$ cat config.mk
export PLATFORM = sky130hd
export DESIGN_NAME = parking_sensor_decoder
export DESIGN_NICKNAME = d
export VERILOG_FILES = /design/src/rtl/parking_pkg.sv /design/src/rtl/sensor_sync.sv /design/src/rtl/parking_sensor_decoder.sv
export SDC_FILE = /design/constraint.sdc
export NUM_CORES = 1
export LEC_CHECK = 0
export CORE_ASPECT_RATIO = 1.2
export CORE_MARGIN = 3
export CORE_UTILIZATION = 45
export CTS_CLUSTER_SIZE = 24
export DETAILED_ROUTE_END_ITERATION = 16
export PLACE_DENSITY_LB_ADDON = 0.12
export SYNTH_ARGS = -nofsm -noshare
export SYNTH_HDL_FRONTEND = slang
export SYNTH_SLANG_ARGS = --single-unit
$ cat constraint.sdc
create_clock -name clk -period 1.5 [get_ports clk]
set_clock_uncertainty 0.05 [all_clocks]
set_input_delay 0.3 -clock clk [delete_from_list [all_inputs] [get_ports clk]]
set_output_delay 0.3 -clock clk [all_outputs]
set_load 0.01 [all_outputs]
$ cat src/rtl/parking_pkg.sv
// Shared state encoding and sensor patterns for the parking gate decoder.
package parking_pkg;

    typedef enum logic [2:0] {
        IDLE     = 3'd0,
        EN1      = 3'd1,
        EN2      = 3'd2,
        EN3      = 3'd3,
        EX1      = 3'd4,
        EX2      = 3'd5,
        EX3      = 3'd6,
        WAIT_CLR = 3'd7
    } state_t;

    // Sensor pattern {a, b}: a = outer beam, b = inner beam.
    localparam logic [1:0] CLEAR = 2'b00;
    localparam logic [1:0] OUTER = 2'b10;
    localparam logic [1:0] BOTH  = 2'b11;
    localparam logic [1:0] INNER = 2'b01;

    // True in the mid-sequence states where the stall timeout applies.
    function automatic logic is_active(input state_t s);
        return (s != IDLE) && (s != WAIT_CLR);
    endfunction

endpackage

$ cat src/rtl/sensor_sync.sv
// Single-bit multi-flop synchronizer for an asynchronous sensor line.
module sensor_sync #(
    parameter int unsigned SYNC_STAGES = 2
) (
    input  logic clk,
    input  logic reset,
    input  logic d,
    output logic q
);

    logic [SYNC_STAGES-1:0] chain;

    // Shift the raw level through the chain; cleared on reset.
    always_ff @(posedge clk) begin
        if (!reset) begin
            chain <= '0;
        end else begin
            chain <= {chain[SYNC_STAGES-2:0], d};
        end
    end

    assign q = chain[SYNC_STAGES-1];

endmodule

$ cat src/rtl/parking_sensor_decoder.sv
// Turns the outer/inner gate beams into entry/exit pulses, rejecting
// aborted, illegal and stalled sequences.
module parking_sensor_decoder
    import parking_pkg::*;
#(
    parameter int unsigned SYNC_STAGES    = 2,
    parameter int unsigned TIMEOUT_CYCLES = 1024
) (
    input  logic clk,
    input  logic reset,
    input  logic a,
    input  logic b,
    output logic inc,
    output logic dec,
    output logic busy,
    output logic err
);

    localparam int unsigned      CNT_W    = $clog2(TIMEOUT_CYCLES + 1);
    localparam logic [CNT_W-1:0] CNT_LAST = CNT_W'(TIMEOUT_CYCLES - 1);
    localparam logic [CNT_W-1:0] CNT_MAX  = {CNT_W{1'b1}};

    logic             a_sync;
    logic             b_sync;
    logic [1:0]       ab;
    logic [1:0]       prev_ab;
    state_t           state;
    state_t           state_next;
    logic [CNT_W-1:0] cnt;
    logic [CNT_W-1:0] cnt_next;
    logic             inc_next;
    logic             dec_next;
    logic             err_next;
    logic             stalled;

    sensor_sync #(.SYNC_STAGES(SYNC_STAGES)) u_sync_a (
        .clk   (clk),
        .reset (reset),
        .d     (a),
        .q     (a_sync)
    );

    sensor_sync #(.SYNC_STAGES(SYNC_STAGES)) u_sync_b (
        .clk   (clk),
        .reset (reset),
        .d     (b),
        .q     (b_sync)
    );

    assign ab = {a_sync, b_sync};

    // Next-state, pulse and stall-counter decode.
    always_comb begin
        state_next = state;
        inc_next   = 1'b0;
        dec_next   = 1'b0;
        err_next   = 1'b0;
        cnt_next   = cnt;
        // A stall can only be declared while the pattern is unchanged, so a
        // legal move arriving on the last allowed cycle still wins.
        stalled    = is_active(state) && (ab == prev_ab) && (cnt == CNT_LAST);

        if (stalled) begin
            err_next   = 1'b1;
            state_next = WAIT_CLR;
        end else begin
            case (state)
                IDLE: begin
                    if (ab == OUTER)      state_next = EN1;
                    else if (ab == INNER) state_next = EX1;
                    else if (ab == BOTH) begin
                        err_next   = 1'b1;
                        state_next = WAIT_CLR;
                    end
                end
                EN1: begin
                    if (ab == BOTH)       state_next = EN2;
                    else if (ab == CLEAR) state_next = IDLE;
                    else if (ab == INNER) begin
                        err_next   = 1'b1;
                        state_next = WAIT_CLR;
                    end
                end
                EN2: begin
                    if (ab == INNER)      state_next = EN3;
                    else if (ab == OUTER) state_next = EN1;
                    else if (ab == CLEAR) begin
                        err_next   = 1'b1;
                        state_next = WAIT_CLR;
                    end
                end
                EN3: begin
                    if (ab == CLEAR) begin
                        inc_next   = 1'b1;
                        state_next = IDLE;
                    end else if (ab == BOTH) begin
                        state_next = EN2;
                    end else if (ab == OUTER) begin
                        err_next   = 1'b1;
                        state_next = WAIT_CLR;
                    end
                end
                EX1: begin
                    if (ab == BOTH)       state_next = EX2;
                    else if (ab == CLEAR) state_next = IDLE;
                    else if (ab == OUTER) begin
                        err_next   = 1'b1;
                        state_next = WAIT_CLR;
                    end
                end
                EX2: begin
                    if (ab == OUTER)      state_next = EX3;
                    else if (ab == INNER) state_next = EX1;
                    else if (ab == CLEAR) begin
                        err_next   = 1'b1;
                        state_next = WAIT_CLR;
                    end
                end
                EX3: begin
                    if (ab == CLEAR) begin
                        dec_next   = 1'b1;
                        state_next = IDLE;
                    end else if (ab == BOTH) begin
                        state_next = EX2;
                    end else if (ab == INNER) begin
                        err_next   = 1'b1;
                        state_next = WAIT_CLR;
                    end
                end
                WAIT_CLR: begin
                    if (ab == CLEAR) state_next = IDLE;
                end
                default: state_next = IDLE;
            endcase
        end

        if (stalled || !is_active(state) || (ab != prev_ab)) begin
            cnt_next = '0;
        end else if (cnt != CNT_MAX) begin
            cnt_next = cnt + CNT_W'(1);
        end
    end

    // State, previous pattern, stall counter and registered outputs.
    always_ff @(posedge clk) begin
        if (!reset) begin
            state   <= IDLE;
            prev_ab <= CLEAR;
            cnt     <= '0;
            inc     <= 1'b0;
            dec     <= 1'b0;
            err     <= 1'b0;
            busy    <= 1'b0;
        end else begin
            state   <= state_next;
            prev_ab <= ab;
            cnt     <= cnt_next;
            inc     <= inc_next;
            dec     <= dec_next;
            err     <= err_next;
            busy    <= (state_next != IDLE);
        end
    end

endmodule

# After elaboration in Yosys (flattened, before gate mapping)
# Index checks and enable logic that the tools add are counted.
# totals
inputBits,4
regBits,24
# classes
n_reduce_logical,13
add_sub_neg,1
muxes,41
eq_ne,15
bitwise_logic,3
# ops
op,count
two-way mux 3 bit,20
case mux 3 bit (8 select lines),1
two-way mux 1 bit,19
equality test 3 bit (second input constant),4
adder 11 x 1 -> 11 bit (second input constant),1
equality test 11 x 10 -> 1 bit (second input constant),1
inequality test 11 bit (second input constant),1
case mux 1 bit (7 select lines),1
equality test 3 x 2 -> 1 bit (second input constant),2
nonzero test 3 bit,2
OR reduction 3 bit,2
equality test 2 bit (second input constant),2
equality test 3 x 1 -> 1 bit (second input constant),1
logical AND 1 bit,3
logical NOT 3 bit,1
inequality test 3 bit (second input constant),1
inverter 1 bit,3
equality test 2 x 1 -> 1 bit (second input constant),1
equality test 2 bit,1
logical NOT 2 bit,1
logical OR 1 bit,2
inequality test 2 bit,1
OR reduction 2 bit,1
logical NOT 1 bit,1

# Logic depth before layout (Yosys ltp)
# Gate-level depths: netlist of the first run.
# depth
depth_word,7
ltp_mapped,6
mapped_depth_nobuf,5

# By module
# From an unflattened synthesis of the first run, not the netlist that was laid out.
# hier_totals
hier_cells,139
hier_area_um2,1199.9
# modules_own_cells
module,n_inst,area_per_inst_um2,cells_each,seq_area_each_um2
parking_sensor_decoder,1,1094.8,131,400.4
sensor_sync,2,52.6,4,40.0

# Worst setup path after synthesis of the first run
# Ideal clock, no wire load.
# synth_timing
kind,reg2reg
startpoint,reg u_sync_a.chain[1]
endpoint,reg cnt[2]
synth_period_minus_slack_ps,1544
setup_slack_ps,-44
path_buffers,2
t_arrival_ps,1421
t_required_ps,1377
stages_incl_launch_ff,7
path_cell_list,dfxtp_1 > buf_6 > xor2_1 > a2111o_1 > a31o_1 > buf_6 > nor3_4
# synth_via
elab_chain_len,6
word_cells_on_any_way,7
classes_between,eq/ne: 2; reduce/logical: 5
# synth_rtl
element,line_no,text
from (decl),sensor_sync.sv:11,logic [SYNC_STAGES-1:0] chain;
from (signal assigned),sensor_sync.sv:18,"chain <= {chain[SYNC_STAGES-2:0], d};"
equality test 2 bit,parking_sensor_decoder.sv:61,stalled = is_active(state) && (ab == prev_ab) && (cnt == CNT_LAST);
logical AND 1 bit (2 in series),parking_sensor_decoder.sv:61,
logical OR 1 bit,parking_sensor_decoder.sv:137,if (stalled || !is_active(state) || (ab != prev_ab)) begin
logical OR 1 bit *,parking_sensor_decoder.sv:137,
OR reduction 2 bit (no line) *,--,
to (signal assigned),parking_sensor_decoder.sv:157,cnt <= cnt_next;
to (decl),parking_sensor_decoder.sv:29,logic [CNT_W-1:0] cnt;
# Mark *: on every way between the ends. The rest lies on a longest branch, timed or not.
# A chain may end at the register's enable or synchronous reset.

# Worst setup path after layout of the first run
# layout_timing
startpoint,reg state[1]
endpoint,reg cnt[5]
# layout_via
elab_chain_len,7
word_cells_on_any_way,9
classes_between,eq/ne: 1; reduce/logical: 8
# layout_rtl
element,line_no,text
from (decl),parking_sensor_decoder.sv:27,state_t state;
from (signal assigned),parking_sensor_decoder.sv:155,state <= state_next;
inequality test 3 bit / nonzero test 3 bit (equally long branches),parking_pkg.sv:23,return (s != IDLE) && (s != WAIT_CLR);
logical AND 1 bit *,parking_pkg.sv:23,
logical AND 1 bit (2 in series),parking_sensor_decoder.sv:61,
logical OR 1 bit * (2 in series),parking_sensor_decoder.sv:137,
OR reduction 2 bit (no line) *,--,
# Marked as above.

==> results by group, run 1 <==
Status
  – Status: finished with violations
  – Failing checks: negative setup slack

Route
  – Initial DRC count: 20
  – Residual DRC: 0
  – Vias: 1080
  – Detail Route Antenna Nets: 0
  – Detailed-route vias per instance: 5.596
  – Routed wire length: 2691 um
  – Drt pass-1 iters: 5
  – Avg WL per Cell: 13.94 um

Die
  – Die H: 61.89 um
  – Core box area: 0.002377 mm2
  – I/O Pins: 8
  – Die area: 0.003253 mm2
  – Row count: 19
  – Chip width: 52.57 um
  – Initial Utilization: 0.4926

Worst setup path
  – Crit. Startpoint: state[1]$_SDFF_PN0_
  – CP Launch Type: flip-flop
  – WP data arrival: 1.75 ns
  – Crit Path Class: flip-flop to flip-flop
  – Crit path required time: 1.70 ns
  – RR Startpoint: state[1]$_SDFF_PN0_
  – CP Capture Type: flip-flop
  – Worst Path Max Fanout: 4

Min path
  – Worst Min Path Start: u_sync_a.chain[0]$_SDFF_PN0_
  – Class of the worst hold path: flip-flop to flip-flop

Timing
  – Tcrit/Tclk final: 1.035
  – Final setup viols: 11
  – Hold_ws: 0.3973 ns
  – Worst-Margin Slew: 0.4036 ns
  – Max Slew Vio Count: 0
  – Slew HR: 0.7304
  – Fin worst setup slack: -0.05192 ns
  – RSZ-0062 raised after global routing: yes
  – Final critical-path required period: 1.552 ns
  – Max Clk Rate: 0.6444 GHz
  – Final Hold Violating Endpoints: 0

Place
  – Placed Instances: 187
  – DP HPWL: 1877 um
  – Placed cell area: 0.001415 mm2
  – Buffers on Ports: 7
  – Placer Congestion: 0.8122

Clock network
  – CTS max path bufs: 2
  – Clock sinks: 24
  – Total CTS buffers: 3
  – Clk_lat worst skew: 0.32 ns
  – H-tree levels: 1
  – Root buffer cell: clkbuf_4
  – TritonCTS clock tree: yes
  – Clk pin slew, worst setup/hold paths: 0.12 ns
  – Cts hold-fix bufs: 0

Yosys
  – Post-synth cell types: 42
  – Area fraction of the dominant cell type after synthesis: 0.4103
  – YS warnings: 0
  – Synth Area in Adders: 0.01068
  – Synth Area in XOR/XNOR: 0.05235
  – Seq/Total Area, Yosys: 0.4103
  – Post-synthesis cell count: 135
  – Syn Area/Cell: 8.675 um2
  – Leading area contributor after synthesis: dfxtp_1
  – Synth area leaders: dfxtp_1 (41%), a21oi_1 (5.1%), nor2_1 (4.8%), xnor2_1 (3.7%), and2_1 (3.2%)
  – Synthesized cell area: 0.001171 mm2
  – Post-synthesis mux area share: 0.01709
  – Post-Synth Simple-Gate Area: 0.2703
  – Largest family of logic cells by synthesized area: simple AND/OR/NAND/NOR gates
  – Post-Synthesis Net Count: 140
  – Post-synthesis compound-gate area fraction: 0.1902
  – Synthesized flop and latch total: 24

Global route
  – Vias in the first global route: 1094
  – GRT overflow: 0
  – Pin count of the biggest net entering global routing: 15
  – Initial antenna violation count: 0
  – Tot GR Track Use: 0.1872
  – First-pass GRT wire length: 4491 um

Final layout
  – Multi-input gate area: 748.2 um2
  – Fin util: 0.6679
  – N_diodes: 0
  – Finished Layout Cells: 193
  – Layout cell share with drive strength beyond 1: 0.3148
  – Most frequent cells in the layout: buf_4 (22), dfxtp_1 (19), nor2_1 (14), nand2_1 (10), a21oi_1 (8)
  – Fillers: 203
  – Area delta synth->final: 35.58%
  – Nets: 168
  – Sequential Area: 486.7 um2
  – Most common cell after layout, fill and taps aside: buf_4
  – Finished Cell Area: 0.001588 mm2

Pwr
  – Leak: 0.5970 nW
  – Max VDD drop: 0.8034 mV
  – Power per cell area: 820.8 mW/mm2

Flow run
  – Max-Cap Viols: 0
metrics by stage:
| stage | setup TNS (ns) | setup slack, ns | power, W |
|---|---|---|---|
| final | -0.2891 | -0.05192 | 0.001303 |
| after CTS | -0.08273 | -0.04884 | 0.001298 |
| after floorplan | 0 | 0.003011 | 0.0007744 |
| after global placement | -3.032 | -0.3706 | 0.0008287 |
| after detailed placement | -3.364 | -0.4020 | 0.0008322 |
| after global routing | -0.8257 | -0.08848 | 0.001365 |
cells in the mapped netlist:
| library cell | instances |
|---|---|
| mux2i_1 | 2 |
| o221a_2 | 1 |
| and2_1 | 6 |
| a211oi_1 | 2 |
| xnor2_1 | 5 |
| nor2b_1 | 1 |
| buf_2 | 1 |
| a41oi_1 | 2 |
| a21bo_1 | 1 |
| o32a_1 | 1 |
| nand2b_1 | 2 |
| o31ai_1 | 2 |
| and4_1 | 2 |
| nor3_1 | 4 |
| a2bb2oi_1 | 1 |
| a31o_1 | 1 |
| nor3b_1 | 1 |
| ha_1 | 1 |
| xor2_1 | 2 |
| nand4_1 | 2 |
| or3b_2 | 1 |
| or4_1 | 1 |
| o21ai_0 | 3 |
| o21bai_1 | 1 |
| inv_1 | 3 |
| nor3_4 | 1 |
| nand3_1 | 5 |
| nand2_1 | 10 |
| o211ai_1 | 1 |
| a22oi_1 | 1 |
| buf_6 | 2 |
| and3b_1 | 1 |
| or3_1 | 3 |
| clkbuf_1 | 5 |
| and3_1 | 2 |
| dfxtp_1 | 24 |
| o311ai_0 | 1 |
| a2111o_1 | 1 |
| a221oi_1 | 1 |
| nor2_1 | 15 |
| a21oi_1 | 12 |
| nand4bb_1 | 1 |
power breakdown:
| group | internal, W | switching [W] |
|---|---|---|
| registers | 0.000657 | 0.0000116 |
| logic | 0.0000890 | 0.0000830 |
| clock network | 0.000270 | 0.000192 |
path summary, 6_finish.rpt:
kind                                  end  slack [ns]  depth (start not counted)
max reg2reg           cnt[5]$_SDFFE_PP0P_       -0.05                          4
min          u_sync_a.chain[1]$_SDFF_PN0_        0.40                          1
max                   cnt[5]$_SDFFE_PP0P_       -0.05                          4
min reg2reg  u_sync_a.chain[1]$_SDFF_PN0_        0.40                          1
cells by family after synthesis:
group	after synthesis
compound gates	32
mux	2
simple gates	58
fa+ha+maj	1
flops	24
xor+xnor	7
buf+inv	11
worst max-delay path, cell delays in order, from the launching register on:
cell and delay, ns:
dfxtp_2 0.36, a21bo_1 0.22, a2111o_1 0.47, a31o_2 0.27, a21oi_1 0.11
routing by layer:
layer / GRT usage / vias up / wire [um] / share of wire
li1: - / 546 / - / -
met1: 0.1867 / 524 / 1087 / 0.40
met2: 0.3564 / 8 / 1551 / 0.58
met3: 0.03341 / 2 / 32 / 0.012
met4: 0.1168 / 0 / 20 / 0.0074
met5: 0 / - / 0 / 0
final cells by class:
class,count,area share
Multi-Input combinational cell,101,0.4712
Sequential cell,24,0.3065
Timing Repair Buffer,30,0.1576
Tap cell,31,0.02443
Clock inverter,1,0.01891
Clock buffer,3,0.01418
Inverter,3,0.007092
flip-flops by register name, summed over array words and instances (netlist names):
| register | count |
|---|---|
| busy | 1 |
| cnt | 11 |
| dec | 1 |
| err | 1 |
| inc | 1 |
| prev_ab | 2 |
| state | 3 |
| u_sync_a.chain | 2 |
| u_sync_b.chain | 2 |
repair_timing:
action                                  4_1_cts  5_1_grt
endpoints found under the setup margin       19       16
cloned                                        0        1
pin swaps                                     3       10
resized for setup                            16       12
setup buffers                                 0        2
No activity file was read; power rests on OpenSTA's default activity.
==> run 2, diff against run 1 <==
- TNS_END_PERCENT: unset -> 100
==> results of run 2 <==
The final DEF is identical to that of run 1; final timing and power are the same.
==> run 3, diff against run 2 <==
- GPL_TIMING_DRIVEN: unset -> 0
==> results by group, run 3 (synthesis results as in run 1) <==
Worst setup path
  – CP Launch Type: flip-flop
  – Crit path max-delay family: compound AO/OA/AOI/OAI gates
  – CP Capture Type: flip-flop
  – Largest stage delay, worst path: 0.44 ns (-0.03 ns)
  – Worst path cell trace: o21bai_1 -> a2111o_1 -> a31o_1 -> buf_6 -> nor3_4
  – Worst Path Buf+Inv: 1 (+1)
  – Worst Path Max Fanout: 9 (+5)
  – Slowest-stage cell, CP: a2111o_1
  – Crit Path Class: flip-flop to flip-flop
  – Crit path required time: 1.70 ns (about the same)
  – WP data arrival: 1.78 ns (+0.03 ns)

Timing
  – Final Hold Violating Endpoints: 0 (unchanged)
  – Max Slew Vio Count: 0 (unchanged)
  – Final critical-path required period: 1.584 ns (+0.03206 ns)
  – Worst-Margin Slew: 0.3947 ns (-0.008903 ns)
  – Fin worst setup slack: -0.08397 ns (-0.03206 ns)
  – Max Clk Rate: 0.6313 GHz (-2.0%)
  – Slew HR: 0.7369 (+0.006489)
  – Hold_ws: 0.4003 ns (+0.002996 ns)
  – Tcrit/Tclk final: 1.056 (+0.02137)
  – Final setup viols: 12 (+1)
  – RSZ-0062 raised after global routing: yes

Global route
  – First-pass GRT wire length: 3850 um (-14%)
  – GRT overflow: 0 (unchanged)
  – Initial antenna violation count: 0 (unchanged)
  – Vias in the first global route: 907 (-17%)
  – Tot GR Track Use: 0.1558 (-0.03144)
  – Pin count of the biggest net entering global routing: 15 (unchanged)

Route
  – Vias: 998 (-7.6%)
  – Avg WL per Cell: 12.55 um (-10%)
  – Routed wire length: 2271 um (-16%)
  – Detailed-route vias per instance: 5.514 (-1.5%)
  – Drt pass-1 iters: 5 (unchanged)
  – Detail Route Antenna Nets: 0 (unchanged)
  – Initial DRC count: 14 (-30%)
  – Residual DRC: 0 (unchanged)

Clock network
  – Clk pin slew, worst setup/hold paths: 0.13 ns (about the same)
  – Clk_lat worst skew: 0.31 ns (about the same)
  – Total CTS buffers: 3 (unchanged)
  – Root buffer cell: clkbuf_4
  – CTS max path bufs: 2 (unchanged)
  – Cts hold-fix bufs: 0 (unchanged)
  – Clock sinks: 24 (unchanged)
  – TritonCTS clock tree: yes
  – H-tree levels: 1 (unchanged)

Place
  – Worst slack, placed: -0.6530 ns (-0.2510 ns)
  – Buffers on Ports: 7 (unchanged)
  – Placer Congestion: 0.7647 (-5.8%)
  – Placed cell area: 0.001284 mm2 (-9.3%)
  – DP HPWL: 1610 um (-14%)

Pwr
  – Max VDD drop: 0.5658 mV (-30%)
  – Leak: 0.5029 nW (-16%)
  – Power per cell area: 897.6 mW/mm2 (+9.4%)

Die
  – Die area: 0.003253 mm2 (unchanged)
  – Initial Utilization: 0.4926 (unchanged)
  – Chip width: 52.57 um (unchanged)
  – I/O Pins: 8 (unchanged)
  – Die H: 61.89 um (unchanged)
  – Core box area: 0.002377 mm2 (unchanged)
  – Row count: 19 (unchanged)

Status
  – Status: finished with violations
  – Failing checks: negative setup slack

Final layout
  – Largest registers: cnt (11), state (3)
  – Nets: 156 (-7.1%)
  – Most frequent cells in the layout: dfxtp_1 (16), nor2_1 (14), a21oi_1 (12), nand2_1 (10), dfxtp_2 (8)
  – Fillers: 230 (+13%)
  – Most common cell after layout, fill and taps aside: dfxtp_1
  – Area delta synth->final: 20.30%
  – N_diodes: 0 (unchanged)
  – Max FFs per register: 11 (unchanged)
  – Top reg by flops: cnt
  – Multi-input gate area: 669.4 um2 (-11%)
  – Layout cell share with drive strength beyond 1: 0.2200 (-0.09481)
  – Sequential Area: 490.5 um2 (+0.77%)
  – Fin util: 0.5926 (-0.07526)
  – Finished Cell Area: 0.001409 mm2 (-11%)

Min path
  – Class of the worst hold path: flip-flop to flip-flop

Flow run
  – Max-Cap Viols: 0 (unchanged)
## run 3: cell types whose count changed in the layout (fill, tap and decap cells not counted), moves of 2 or more
cell,delta
dfxtp_2,+3
a21oi_2,-4
clkbuf_2,+2
a21oi_1,+4
buf_4,-17
dfxtp_1,-3
clkbuf_1,+2
buf_6,+2
## run 3: cell type report
| cell class | instances | share of cell area |
|---|---|---|
| buffer | 7 | 0.03197 |
| clock buffer | 3 | 0.01599 |
| clock inverter | 1 | 0.02131 |
| inverter | 3 | 0.007993 |
| multi-input combinational | 100 | 0.4751 |
| sequential | 24 | 0.3481 |
| tap | 31 | 0.02753 |
| timing repair buffer | 12 | 0.07194 |
## run 3: metrics by stage
step	setup TNS [ns]	total power, W	std cells
after floorplan	0	0.0007744	135
after global placement	-6.332	0.0008117	173
after detailed placement	-6.468	0.0008147	173
after CTS	-0.2897	0.001281	179
after global routing	-1.680	0.001333	181
final	-0.4855	0.001265	181
## run 3: path summary, 6_finish.rpt
path	from	end	slack, ns	depth (start not counted)
max	state[1]$_SDFF_PN0_	cnt[2]$_SDFFE_PP0P_	-0.08	5
min	u_sync_b.chain[0]$_SDFF_PN0_	u_sync_b.chain[1]$_SDFF_PN0_	0.40	1
max reg2reg	state[1]$_SDFF_PN0_	cnt[2]$_SDFFE_PP0P_	-0.08	5
min reg2reg	u_sync_b.chain[0]$_SDFF_PN0_	u_sync_b.chain[1]$_SDFF_PN0_	0.40	1
## run 3: repair_timing
action,CTS,global route
buffers inserted,3,2
pin swaps,3,1
gates resized for setup,18,4
setup endpoints to repair,21,16
gates cloned,0,0
## run 3: report_power, final
part | switching [W] | total, W | internal, W | leakage [nW]
Sequential | 0.0000132 | 0.000671 | 0.000657 | 0.199
Clock | 0.000182 | 0.000452 | 0.000270 | 0.0279
Combinational | 0.0000721 | 0.000142 | 0.0000700 | 0.276
## run 3: layer usage
layer  up-vias  global-route usage  wire [um]
met1       469              0.1811        992
met3         4             0.02148         25
li1        521                   -          -
met5         -                   0          0
met2         4              0.2890       1227
met4         0             0.05839         26
